`src/rtl/i2c_slave_if.sv`:
```
`timescale 1ns/1ps
// i2c_slave_if
// Groups the I2C target's pad-side and user-side signals.
//   scl_in, sda_in : raw pad inputs (SDA is the wired-AND bus level)
//   sda_oe         : 1 = target pulls SDA low
//   tx_data/tx_req : byte to transmit on read, and its load strobe
//   rx_data/rx_valid : last byte received on write, and its update strobe
//   busy, addr_match : bus and addressing status
// The "slave" modport is the target's view; "master" is the environment's view.
interface i2c_slave_if;
    logic       scl_in;
    logic       sda_in;
    logic       sda_oe;
    logic [7:0] tx_data;
    logic       tx_req;
    logic [7:0] rx_data;
    logic       rx_valid;
    logic       busy;
    logic       addr_match;

    modport slave (
        input  scl_in, sda_in, tx_data,
        output sda_oe, tx_req, rx_data, rx_valid, busy, addr_match
    );

    modport master (
        output scl_in, sda_in, tx_data,
        input  sda_oe, tx_req, rx_data, rx_valid, busy, addr_match
    );
endinterface

```
`src/rtl/i2c_slave.sv`:
```
`timescale 1ns/1ps
// i2c_slave
// I2C target with a fixed 7-bit address. SCL/SDA are oversampled on clk, START/STOP
// are detected on the synchronised copies, write bytes are received and ACKed, read
// bytes are fetched from tx_data and shifted out. SDA is driven open-drain via sda_oe.
// Ports:
//   clk   : system clock, at least 8x SCL
//   rst_n : asynchronous active-low reset
//   bus   : i2c_slave_if.slave (pads, tx/rx byte interface, status)
module i2c_slave #(
    parameter logic [6:0] ADDR = 7'h5E
) (
    input logic        clk,
    input logic        rst_n,
    i2c_slave_if.slave bus
);

    localparam logic [2:0] StIdle    = 3'd0;
    localparam logic [2:0] StAddr    = 3'd1;
    localparam logic [2:0] StAddrAck = 3'd2;
    localparam logic [2:0] StRx      = 3'd3;
    localparam logic [2:0] StRxAck   = 3'd4;
    localparam logic [2:0] StTx      = 3'd5;
    localparam logic [2:0] StTxAck   = 3'd6;
    localparam logic [2:0] StIgnore  = 3'd7;

    logic [1:0] scl_sync_q, sda_sync_q;
    logic       scl_hist_q, sda_hist_q;
    logic [2:0] state_q, state_d;
    logic [2:0] cnt_q, cnt_d;
    logic [7:0] shift_q, shift_d;
    logic       rw_q, rw_d;
    // In the ACK states: 0 = waiting for the fall that starts the 9th bit,
    // 1 = 9th bit in progress (RX/ADDR ACK) or ACK seen (TX_ACK).
    logic       ack_q, ack_d;
    logic       sda_oe_q, sda_oe_d;
    logic       tx_req_q, tx_req_d;
    logic [7:0] rx_data_q, rx_data_d;
    logic       rx_valid_q, rx_valid_d;
    logic       busy_q, busy_d;
    logic       match_q, match_d;

    logic scl_s, sda_s;
    logic scl_rise, scl_fall, start_det, stop_det;
    logic load_tx;

    assign scl_s     = scl_sync_q[1];
    assign sda_s     = sda_sync_q[1];
    assign scl_rise  = scl_s & ~scl_hist_q;
    assign scl_fall  = ~scl_s & scl_hist_q;
    // SCL must be high on both samples so a coincident SCL edge is never a bus condition.
    assign start_det = scl_s & scl_hist_q & ~sda_s & sda_hist_q;
    assign stop_det  = scl_s & scl_hist_q & sda_s & ~sda_hist_q;

    always_comb begin
        state_d    = state_q;
        cnt_d      = cnt_q;
        shift_d    = shift_q;
        rw_d       = rw_q;
        ack_d      = ack_q;
        sda_oe_d   = sda_oe_q;
        tx_req_d   = 1'b0;
        rx_data_d  = rx_data_q;
        rx_valid_d = 1'b0;
        busy_d     = busy_q;
        match_d    = match_q;
        load_tx    = 1'b0;

        if (stop_det) begin
            state_d  = StIdle;
            sda_oe_d = 1'b0;
            busy_d   = 1'b0;
            match_d  = 1'b0;
        end else if (start_det) begin
            state_d  = StAddr;
            sda_oe_d = 1'b0;
            busy_d   = 1'b1;
            match_d  = 1'b0;
            cnt_d    = 3'd0;
        end else begin
            case (state_q)
                StAddr: begin
                    if (scl_rise) begin
                        shift_d = {shift_q[6:0], sda_s};
                        cnt_d   = cnt_q + 3'd1;
                        if (cnt_q == 3'd7) begin
                            rw_d    = sda_s;
                            ack_d   = 1'b0;
                            state_d = (shift_q[6:0] == ADDR) ? StAddrAck : StIgnore;
                        end
                    end
                end
                StAddrAck, StRxAck: begin
                    if (scl_fall) begin
                        if (!ack_q) begin
                            ack_d    = 1'b1;
                            sda_oe_d = 1'b1;
                            match_d  = 1'b1;
                        end else begin
                            sda_oe_d = 1'b0;
                            cnt_d    = 3'd0;
                            if (state_q == StAddrAck && rw_q) begin
                                load_tx = 1'b1;
                            end else begin
                                state_d = StRx;
                            end
                        end
                    end
                end
                StRx: begin
                    if (scl_rise) begin
                        shift_d = {shift_q[6:0], sda_s};
                        cnt_d   = cnt_q + 3'd1;
                        if (cnt_q == 3'd7) begin
                            rx_data_d  = {shift_q[6:0], sda_s};
                            rx_valid_d = 1'b1;
                            ack_d      = 1'b0;
                            state_d    = StRxAck;
                        end
                    end
                end
                StTx: begin
                    if (scl_fall) begin
                        if (cnt_q == 3'd7) begin
                            sda_oe_d = 1'b0;
                            ack_d    = 1'b0;
                            state_d  = StTxAck;
                        end else begin
                            cnt_d    = cnt_q + 3'd1;
                            shift_d  = {shift_q[6:0], 1'b0};
                            sda_oe_d = ~shift_q[6];
                        end
                    end
                end
                StTxAck: begin
                    if (scl_rise) begin
                        if (sda_s) begin
                            state_d = StIgnore;
                        end else begin
                            ack_d = 1'b1;
                        end
                    end else if (scl_fall && ack_q) begin
                        cnt_d   = 3'd0;
                        load_tx = 1'b1;
                    end
                end
                StIdle, StIgnore: begin
                end
                default: state_d = StIdle;
            endcase

            // MSB goes on the bus on the same fall that fetches the byte.
            if (load_tx) begin
                tx_req_d = 1'b1;
                shift_d  = bus.tx_data;
                sda_oe_d = ~bus.tx_data[7];
                state_d  = StTx;
            end
        end
    end

    always_ff @(posedge clk or negedge rst_n) begin
        if (!rst_n) begin
            // Synchronisers reset to the idle bus level so release creates no edge.
            scl_sync_q <= 2'b11;
            sda_sync_q <= 2'b11;
            scl_hist_q <= 1'b1;
            sda_hist_q <= 1'b1;
            state_q    <= StIdle;
            cnt_q      <= 3'd0;
            shift_q    <= 8'h00;
            rw_q       <= 1'b0;
            ack_q      <= 1'b0;
            sda_oe_q   <= 1'b0;
            tx_req_q   <= 1'b0;
            rx_data_q  <= 8'h00;
            rx_valid_q <= 1'b0;
            busy_q     <= 1'b0;
            match_q    <= 1'b0;
        end else begin
            scl_sync_q <= {scl_sync_q[0], bus.scl_in};
            sda_sync_q <= {sda_sync_q[0], bus.sda_in};
            scl_hist_q <= scl_sync_q[1];
            sda_hist_q <= sda_sync_q[1];
            state_q    <= state_d;
            cnt_q      <= cnt_d;
            shift_q    <= shift_d;
            rw_q       <= rw_d;
            ack_q      <= ack_d;
            sda_oe_q   <= sda_oe_d;
            tx_req_q   <= tx_req_d;
            rx_data_q  <= rx_data_d;
            rx_valid_q <= rx_valid_d;
            busy_q     <= busy_d;
            match_q    <= match_d;
        end
    end

    assign bus.sda_oe     = sda_oe_q;
    assign bus.tx_req     = tx_req_q;
    assign bus.rx_data    = rx_data_q;
    assign bus.rx_valid   = rx_valid_q;
    assign bus.busy       = busy_q;
    assign bus.addr_match = match_q;

endmodule

```
`src/flat_wrapper.sv`:
```
// flat-port wrapper written by rule: the top's interface ports become plain ports
module i2c_slave_flat 
#(
    parameter logic [6:0] ADDR = 7'h5E
)
  (clk, rst_n, bus_scl_in, bus_sda_in, bus_tx_data, bus_sda_oe, bus_tx_req, bus_rx_data, bus_rx_valid, bus_busy, bus_addr_match);
  i2c_slave_if bus_i ();
  input logic clk;
  input logic rst_n;
  input wire logic [$bits(bus_i.scl_in)-1:0] bus_scl_in;
  input wire logic [$bits(bus_i.sda_in)-1:0] bus_sda_in;
  input wire logic [$bits(bus_i.tx_data)-1:0] bus_tx_data;
  output wire logic [$bits(bus_i.sda_oe)-1:0] bus_sda_oe;
  output wire logic [$bits(bus_i.tx_req)-1:0] bus_tx_req;
  output wire logic [$bits(bus_i.rx_data)-1:0] bus_rx_data;
  output wire logic [$bits(bus_i.rx_valid)-1:0] bus_rx_valid;
  output wire logic [$bits(bus_i.busy)-1:0] bus_busy;
  output wire logic [$bits(bus_i.addr_match)-1:0] bus_addr_match;
  assign bus_i.scl_in = bus_scl_in;
  assign bus_i.sda_in = bus_sda_in;
  assign bus_i.tx_data = bus_tx_data;
  assign bus_sda_oe = bus_i.sda_oe;
  assign bus_tx_req = bus_i.tx_req;
  assign bus_rx_data = bus_i.rx_data;
  assign bus_rx_valid = bus_i.rx_valid;
  assign bus_busy = bus_i.busy;
  assign bus_addr_match = bus_i.addr_match;
  i2c_slave #(.ADDR(ADDR)) u_core (.clk(clk), .rst_n(rst_n), .bus(bus_i));
endmodule
```
`config.mk`:
```
export PLATFORM = sky130hd
export DESIGN_NAME = i2c_slave_flat
export DESIGN_NICKNAME = d
export VERILOG_FILES = /design/src/rtl/i2c_slave_if.sv /design/src/rtl/i2c_slave.sv /design/src/flat_wrapper.sv
export SDC_FILE = /design/constraint.sdc
export NUM_CORES = 1
export LEC_CHECK = 0
export BUFFER_PORTS_ARGS = -buffer_cell sky130_fd_sc_hd__buf_2
export CORE_MARGIN = 2
export CORE_UTILIZATION = 38
export DETAILED_ROUTE_END_ITERATION = 12
export HOLD_SLACK_MARGIN = 0.08
export RECOVER_POWER = 25
export SETUP_SLACK_MARGIN = 0.15
export SYNTH_ARGS = -nofsm -noshare
export SYNTH_HDL_FRONTEND = slang
export SYNTH_SLANG_ARGS = --single-unit
```
`constraint.sdc`:
```
create_clock -name clk -period 2.27 [get_ports clk]
set_input_delay 0.227 -clock clk [delete_from_list [all_inputs] [get_ports clk]]
set_output_delay 0.227 -clock clk [all_outputs]
set_load 0.1 [all_outputs]
```
==> results of run 1 <==
-- power by group through the flow --
stage	clock (mW)	sequential (mW)	combinational (mW)
global route	0.508	0.939	1.07
floorplan	0	0.937	0.776
CTS	0.473	0.908	0.975
detailed placement	0	0.919	0.969
finish	0.458	0.911	0.978
global placement	0	0.913	0.954
-- placed cells by master, fill, tap and decap left out, drive strengths merged, types with 4 or more instances in the layout --
cell,count
clkbuf,8
nand2,10
mux2i,7
a21oi,6
dfstp,6
inv,4
nor2,11
dfrtp,28
o21ai,13
mux2,11
buf,26
-- stage by stage --
| step | setup WS (ns) | power [mW] | util (%) | instance area [µm²] |
|---|---|---|---|---|
| 6_report | 0.237 | 2.35 | 44.5 | 2060 |
| 5_1_grt | 0.0940 | 2.51 | 44.5 | 2060 |
| 4_1_cts | 0.319 | 2.36 | 44.5 | 2060 |
| 3_5_place_dp | 0.331 | 1.89 | 41.9 | 1940 |
| 3_3_place_gp | 0.340 | 1.87 | 41.9 | 1940 |
| 2_1_floorplan | 0.469 | 1.71 | - | 1800 |
-- routing by layer --
layer / vias up / track usage [%] / routed length [µm]
met1: 654 / 20.2 / 1680
met3: 9 / 3.31 / 166
met4: 0 / 9.67 / 114
li1: 645 / - / -
met2: 41 / 24.4 / 1750
met5: - / 0 / 0
-- cells in the mapped netlist, drive strengths merged (3+ instances only) --
library cell	number
mux2	11
nor3b	3
mux2i	7
nand2b	3
nor2	11
inv	4
dfstp	6
o21ai	13
nor3	3
dfrtp	28
o21a	3
buf	8
a21oi	6
nand2	10
nor4	3
-- worst min path at each step --
stage                                        endpoint  slack (ns)  depth (start not counted)
CTS                     u_core.shift_q[1]$_DFFE_PN0P_        0.21                          3
floorplan                    u_core.ack_q$_DFFE_PN0P_       -0.07                          0
detailed placement  u_core.bus.addr_match$_DFFE_PN0P_        0.34                          1
global route            u_core.shift_q[1]$_DFFE_PN0P_        0.23                          3
global placement       u_core.sda_sync_q[0]$_DFF_PN1_        0.33                          1
finish                  u_core.shift_q[5]$_DFFE_PN0P_        0.22                          3
-- cells by family (layout without fill, tap and decap cells) --
logic type                 count (synthesis)  in the layout
DFF                                       34             34
buffers and inverters                     14             42
adders and majority gates                  2              2
and+or+nand+nor                           47             47
AOI/OAI and AO/OA                         43             43
muxes                                     18             18
xor gates and xnor gates                   4              4
-- sequential cells by signal, indices dropped and copies added (netlist names) --
register               count
u_core.ack_q               1
u_core.bus.addr_match      1
u_core.bus.busy            1
u_core.bus.rx_data         8
u_core.bus.rx_valid        1
u_core.bus.sda_oe          1
u_core.bus.tx_req          1
u_core.cnt_q               3
u_core.rw_q                1
u_core.scl_hist_q          1
u_core.scl_sync_q          2
u_core.sda_hist_q          1
u_core.sda_sync_q          2
u_core.shift_q             7
u_core.state_q             3
-- area by class of cell --
cell class	instances	area share, %
clock inverter	1	0.243
tap	54	3.28
clock buffer	7	4.19
sequential	34	41.7
multi-input combinational	114	41.5
inverter	4	0.729
timing repair buffer	30	8.38
-- worst max-delay path, stage by stage (launching register included) --
cell and delay, ns:
dfstp_1 0.66, nand2b_1 0.41, nor3b_1 0.11, o31ai_2 0.28, a21oi_1 0.14, mux2_4 0.32
==> results.cfg, run 1 <==
[run_status]
status = finished, final reports clean

[clocking]
cts_resized = 0
cts_sinks = 34
cts_hold_buf = 3
cts.root.buffer_cell = clkbuf_8
clk_path_buf_depth = 2
htreeDepth = 2
clkTransAtPathRegs_ns = 0.07
cts_tree = built
cts_buffers = 5
clk_latency_ns = 0.28
cts_post_setup_buffers_inserted = 0

[cells_and_area]
fillers = 435
instances_no_fill = 244
multiInputGateArea_um2 = 855
num_antenna_cells = 0
nets = 203
regArea_um2 = 858
final_layout_size_suffix_gt1_share_pct = 25.8
area_delta_synth_final_pct = 14.7

[power_and_ir_drop]
swShare_pct = 41.5
seqPwrFrac_pct = 38.8
p_sw_uw = 973
pwr_density_cell_nw_per_um2 = 1140
p_int_mw = 1.37
pwr-share-clk_pct = 19.5
total_leakage_power_nw = 0.949
p_comb_share_pct = 41.7
vdd_drop_max_mv = 0.405

[timing]
worst_pin_slew_ns = 0.831
slew_violations = 0
setup_violations = 0
hold_viol = 0
fin_tns_setup_ns = 0
relSlewSlack_pct = 44.6
rsz0062_at_grt = false
fin_worst_skew_ns = 0.00388
max_freq_ghz = 0.492
fin_crit_sh_pct = 89.5
post-route-min-period_ns = 2.03
fin_hold_ws_ns = 0.216

[hold_path]
min-delay-start = bus_tx_data[5]
hold_path_class = in -> reg

[placed_design]
port_buffers = 24
place_inst = 233
place.gp.congestion = 0.900
place_hpwl_mm = 2.66

[floorplanning]
core_region_area_um2 = 4630
ios = 25
dieWidth_um = 72.7
start_util_pct = 38.8
die_h_um = 72.7
die_area_um2 = 5290
rows = 25

[synthesis]
synth_top_family_by_area = compound AO/OA/AOI/OAI gates
synth_area_um2 = 1800
syn_inst = 162
synth_xor_area_share_pct = 1.95
synth_edf_count = 0
async_reset_ff_share_pct = 100
synth_nets = 176
ys.flop_type = dfrtp_1
synth-compound-area-share_pct = 17.4
synth_area_leader_cell = dfrtp_1
yosys.cell_types.count = 56
synthAdderAreaFrac_pct = 1.39
muxShareOfSynthArea_pct = 11.0
ys_warn_count = 0
yosys.area_share.simple_pct = 15.9
ys_top_cells_by_area = dfrtp_1, dfstp_2, mux2_1
yosysSeqAreaShare_pct = 47.8
synth.ff_latch_count = 34
synth.avg_cell_area_um2 = 11.1
synth.top_cell.area_share_pct = 39.0

[setup_path]
crit_end = u_core.state_q[0]$_DFFE_PN0P_
startpoint_type = flip-flop
critPathRequiredTime_ns = 2.44
crit_path_end_kind = flip-flop
r2r_cells = 5
arrival_ns = 2.20
r2r_setup_slack_ns = 0.24
crit_type = reg -> reg
crit_fanout = 9
regToRegStartpoint = u_core.scl_sync_q[1]$_DFF_PN1_
worstReg2RegEnd = u_core.state_q[0]$_DFFE_PN0P_
crit_start = u_core.scl_sync_q[1]$_DFF_PN1_

[drt]
num_vias = 1349
route.detailed.drc = 0
wl_per_cell_um = 15.2
wl_mm = 3.72
drt_iter0_drc = 89
postRouteAntennaNets = 0
viasPerCell = 5.53
firstDrtPassIters = 4

[grt]
grt_antenna_before_repair = 0
grt_pass1_wl_mm = 6.37
grt_max_degree = 35
track_usage_pct = 15.8
first_global_vias = 1349
grt.overflow.total = 0

[flow_run]
cap_violations = 0
No activity file was read; power rests on OpenSTA's default activity.
==> run 2: changes to the inputs <==
==> constraint.sdc (replaced) <==
create_clock -name clk -period 2.27 [get_ports clk]
set_input_delay 0.3405 -clock clk [delete_from_list [all_inputs] [get_ports clk]]
set_output_delay 0.3405 -clock clk [all_outputs]
set_load 0.1 [all_outputs]
==> run 2 against run 1 <==
  * Cell area shrank 1.5%
  * Sequential power is essentially flat
  * Clock power is essentially flat
  * Clock skew grew 0.0012 ns
  * Largest power group unchanged
  * The flow now finishes with violations (capacitance limit, slew limit)
  * Power shrank 0.35%
  * Core utilization shrank 0.68 points
  * Routed wire length shrank 1.6%
  * Global-route usage shrank 0.058 points
  * Hold slack lost 0.061 ns
  * Maximum frequency grew 0.53%
  * Setup slack gained 0.011 ns
  * Register-to-register slack is essentially flat
==> results.cfg, run 2 (synthesized netlist as in run 1, its figures left out) <==
[clocking]
cts.root.buffer_cell = clkbuf_8
cts_post_setup_buffers_inserted = 0
cts_sinks = 34
htreeDepth = 2
clkTransAtPathRegs_ns = 0.07
cts_buffers = 5
cts_hold_buf = 0
clk_latency_ns = 0.28
clk_path_buf_depth = 2
cts_resized = 0
cts_tree = built

[floorplanning]
start_util_pct = 38.8
rows = 25
core_region_area_um2 = 4630
ios = 25
dieWidth_um = 72.7
die_h_um = 72.7
die_area_um2 = 5290

[power_and_ir_drop]
vdd_drop_max_mv = 0.405
pwr_density_cell_nw_per_um2 = 1150
swShare_pct = 41.4
p_sw_uw = 968
p_total_mw = 2.34
total_leakage_power_nw = 0.934
pwr-share-clk_pct = 19.6
p_int_mw = 1.37
seqPwrFrac_pct = 38.9
p_comb_share_pct = 41.5

[drt]
wl_per_cell_um = 15.2
wl_mm = 3.66
viasPerCell = 5.59
num_vias = 1347
drt_iter0_drc = 104
firstDrtPassIters = 4
postRouteAntennaNets = 0
route.detailed.drc = 0

[cells_and_area]
area_delta_synth_final_pct = 13.0
num_antenna_cells = 0
mostFrequentLayoutCells = dfrtp_1, buf_2, nor2_1
design_area_um2 = 2030
final_common_cell = dfrtp_1
fillers = 440
final_layout_size_suffix_gt1_share_pct = 26.2
nets = 200
largest_reg_flops = 8

[hold_path]
hold_end = u_core.sda_sync_q[0]$_DFF_PN1_
hold_depth = 1
hold_path_class = in -> reg
min-delay-start = bus_sda_in

[setup_path]
crit_fanout = 9
regToRegStartpoint = u_core.scl_sync_q[1]$_DFF_PN1_
r2r_cells = 5
worstReg2RegEnd = u_core.state_q[0]$_DFFE_PN0P_
crit_type = reg -> reg
crit_path_end_kind = flip-flop
r2r_setup_slack_ns = 0.25
critPathRequiredTime_ns = 2.44
arrival_ns = 2.19
startpoint_type = flip-flop

[timing]
max_freq_ghz = 0.495
relSlewSlack_pct = -17.7
worst_pin_slew_ns = 1.77
slew_violations = 35
setup_violations = 0
fin_tns_setup_ns = 0
hold_viol = 0
fin_crit_sh_pct = 89.1
rsz0062_at_grt = false
fin_worst_skew_ns = 0.00505
post-route-min-period_ns = 2.02

[grt]
track_usage_pct = 15.7
grt_pass1_wl_mm = 6.35
grt_antenna_before_repair = 0
grt_max_degree = 35
first_global_vias = 1339
grt.overflow.total = 0

[run_status]
status = complete, but fails checks
violations = capacitance limit, slew limit

[placed_design]
place_hpwl_mm = 2.66
port_buffers = 24
place_area_um2 = 1940
place.gp.congestion = 0.900

[flow_run]
cap_violations = 1
==> run 2: cell types whose count changed in the layout (fill, tap and decap cells not counted) <==
cell           previous run  this run
dfstp_2                   4         5
dlygate4sd3_1             3         0
clkbuf_2                  1         0
clkbuf_1                  1         2
dfstp_1                   2         1
==> run 2: cell type report <==
| type | instances | area, µm² | share of cell area [%] |
|---|---|---|---|
| Clock buffer | 7 | 86.3 | 4.26 |
| Sequential cell | 34 | 858 | 42.3 |
| Inverter | 4 | 15.0 | 0.740 |
| Tap cell | 54 | 67.6 | 3.33 |
| Timing Repair Buffer | 27 | 141 | 6.97 |
| Clock inverter | 1 | 5.00 | 0.247 |
| Multi-Input combinational cell | 114 | 855 | 42.1 |
==> run 2: critical path: stages (launching register included) <==
cell	delay [ns]
dfstp_1	0.65
nand2b_1	0.41
nor3b_1	0.11
o31ai_2	0.28
a21oi_1	0.14
mux2_4	0.31
==> run 2: how the worst max path moves through the flow <==
stage	startpoint	cells past startpoint	slack [ns]	to
5_1_grt	u_core.scl_sync_q[1]$_DFF_PN1_	5	0.09	u_core.state_q[0]$_DFFE_PN0P_
2_1_floorplan	u_core.cnt_q[0]$_DFFE_PN0P_	8	0.47	u_core.state_q[0]$_DFFE_PN0P_
6_report	u_core.scl_sync_q[1]$_DFF_PN1_	5	0.25	u_core.state_q[0]$_DFFE_PN0P_
3_5_place_dp	u_core.scl_sync_q[1]$_DFF_PN1_	5	0.33	u_core.state_q[0]$_DFFE_PN0P_
3_3_place_gp	u_core.scl_sync_q[1]$_DFF_PN1_	5	0.34	u_core.state_q[0]$_DFFE_PN0P_
4_1_cts	u_core.scl_sync_q[1]$_DFF_PN1_	5	0.32	u_core.state_q[0]$_DFFE_PN0P_
==> run 2: per-stage QoR <==
stage	utilization, %	instances	worst slack [ns]	hold slack, ns
floorplan	-	162	0.469	0.0449
finish	43.8	241	0.248	0.155
global route	43.8	241	0.0940	0.137
global placement	41.9	233	0.340	0.348
detailed placement	41.9	233	0.331	0.348
CTS	43.8	241	0.319	0.145
==> run 2: routing by layer <==
metal  vias to the layer above  wire length [µm]  global-route usage (%)
li1                        642                 -                       -
met1                       656              1620                    20.1
met2                        40              1750                    24.2
met3                         9               169                    3.45
met4                         0               119                    9.67
met5                         -                 0                       0
==> run 2: power by group through the flow <==
stage	registers (mW)	clock network (mW)	logic, mW
floorplan	0.937	0	0.776
global placement	0.913	0	0.954
detailed placement	0.919	0	0.969
CTS	0.908	0.473	0.971
global route	0.939	0.508	1.06
finish	0.911	0.459	0.970
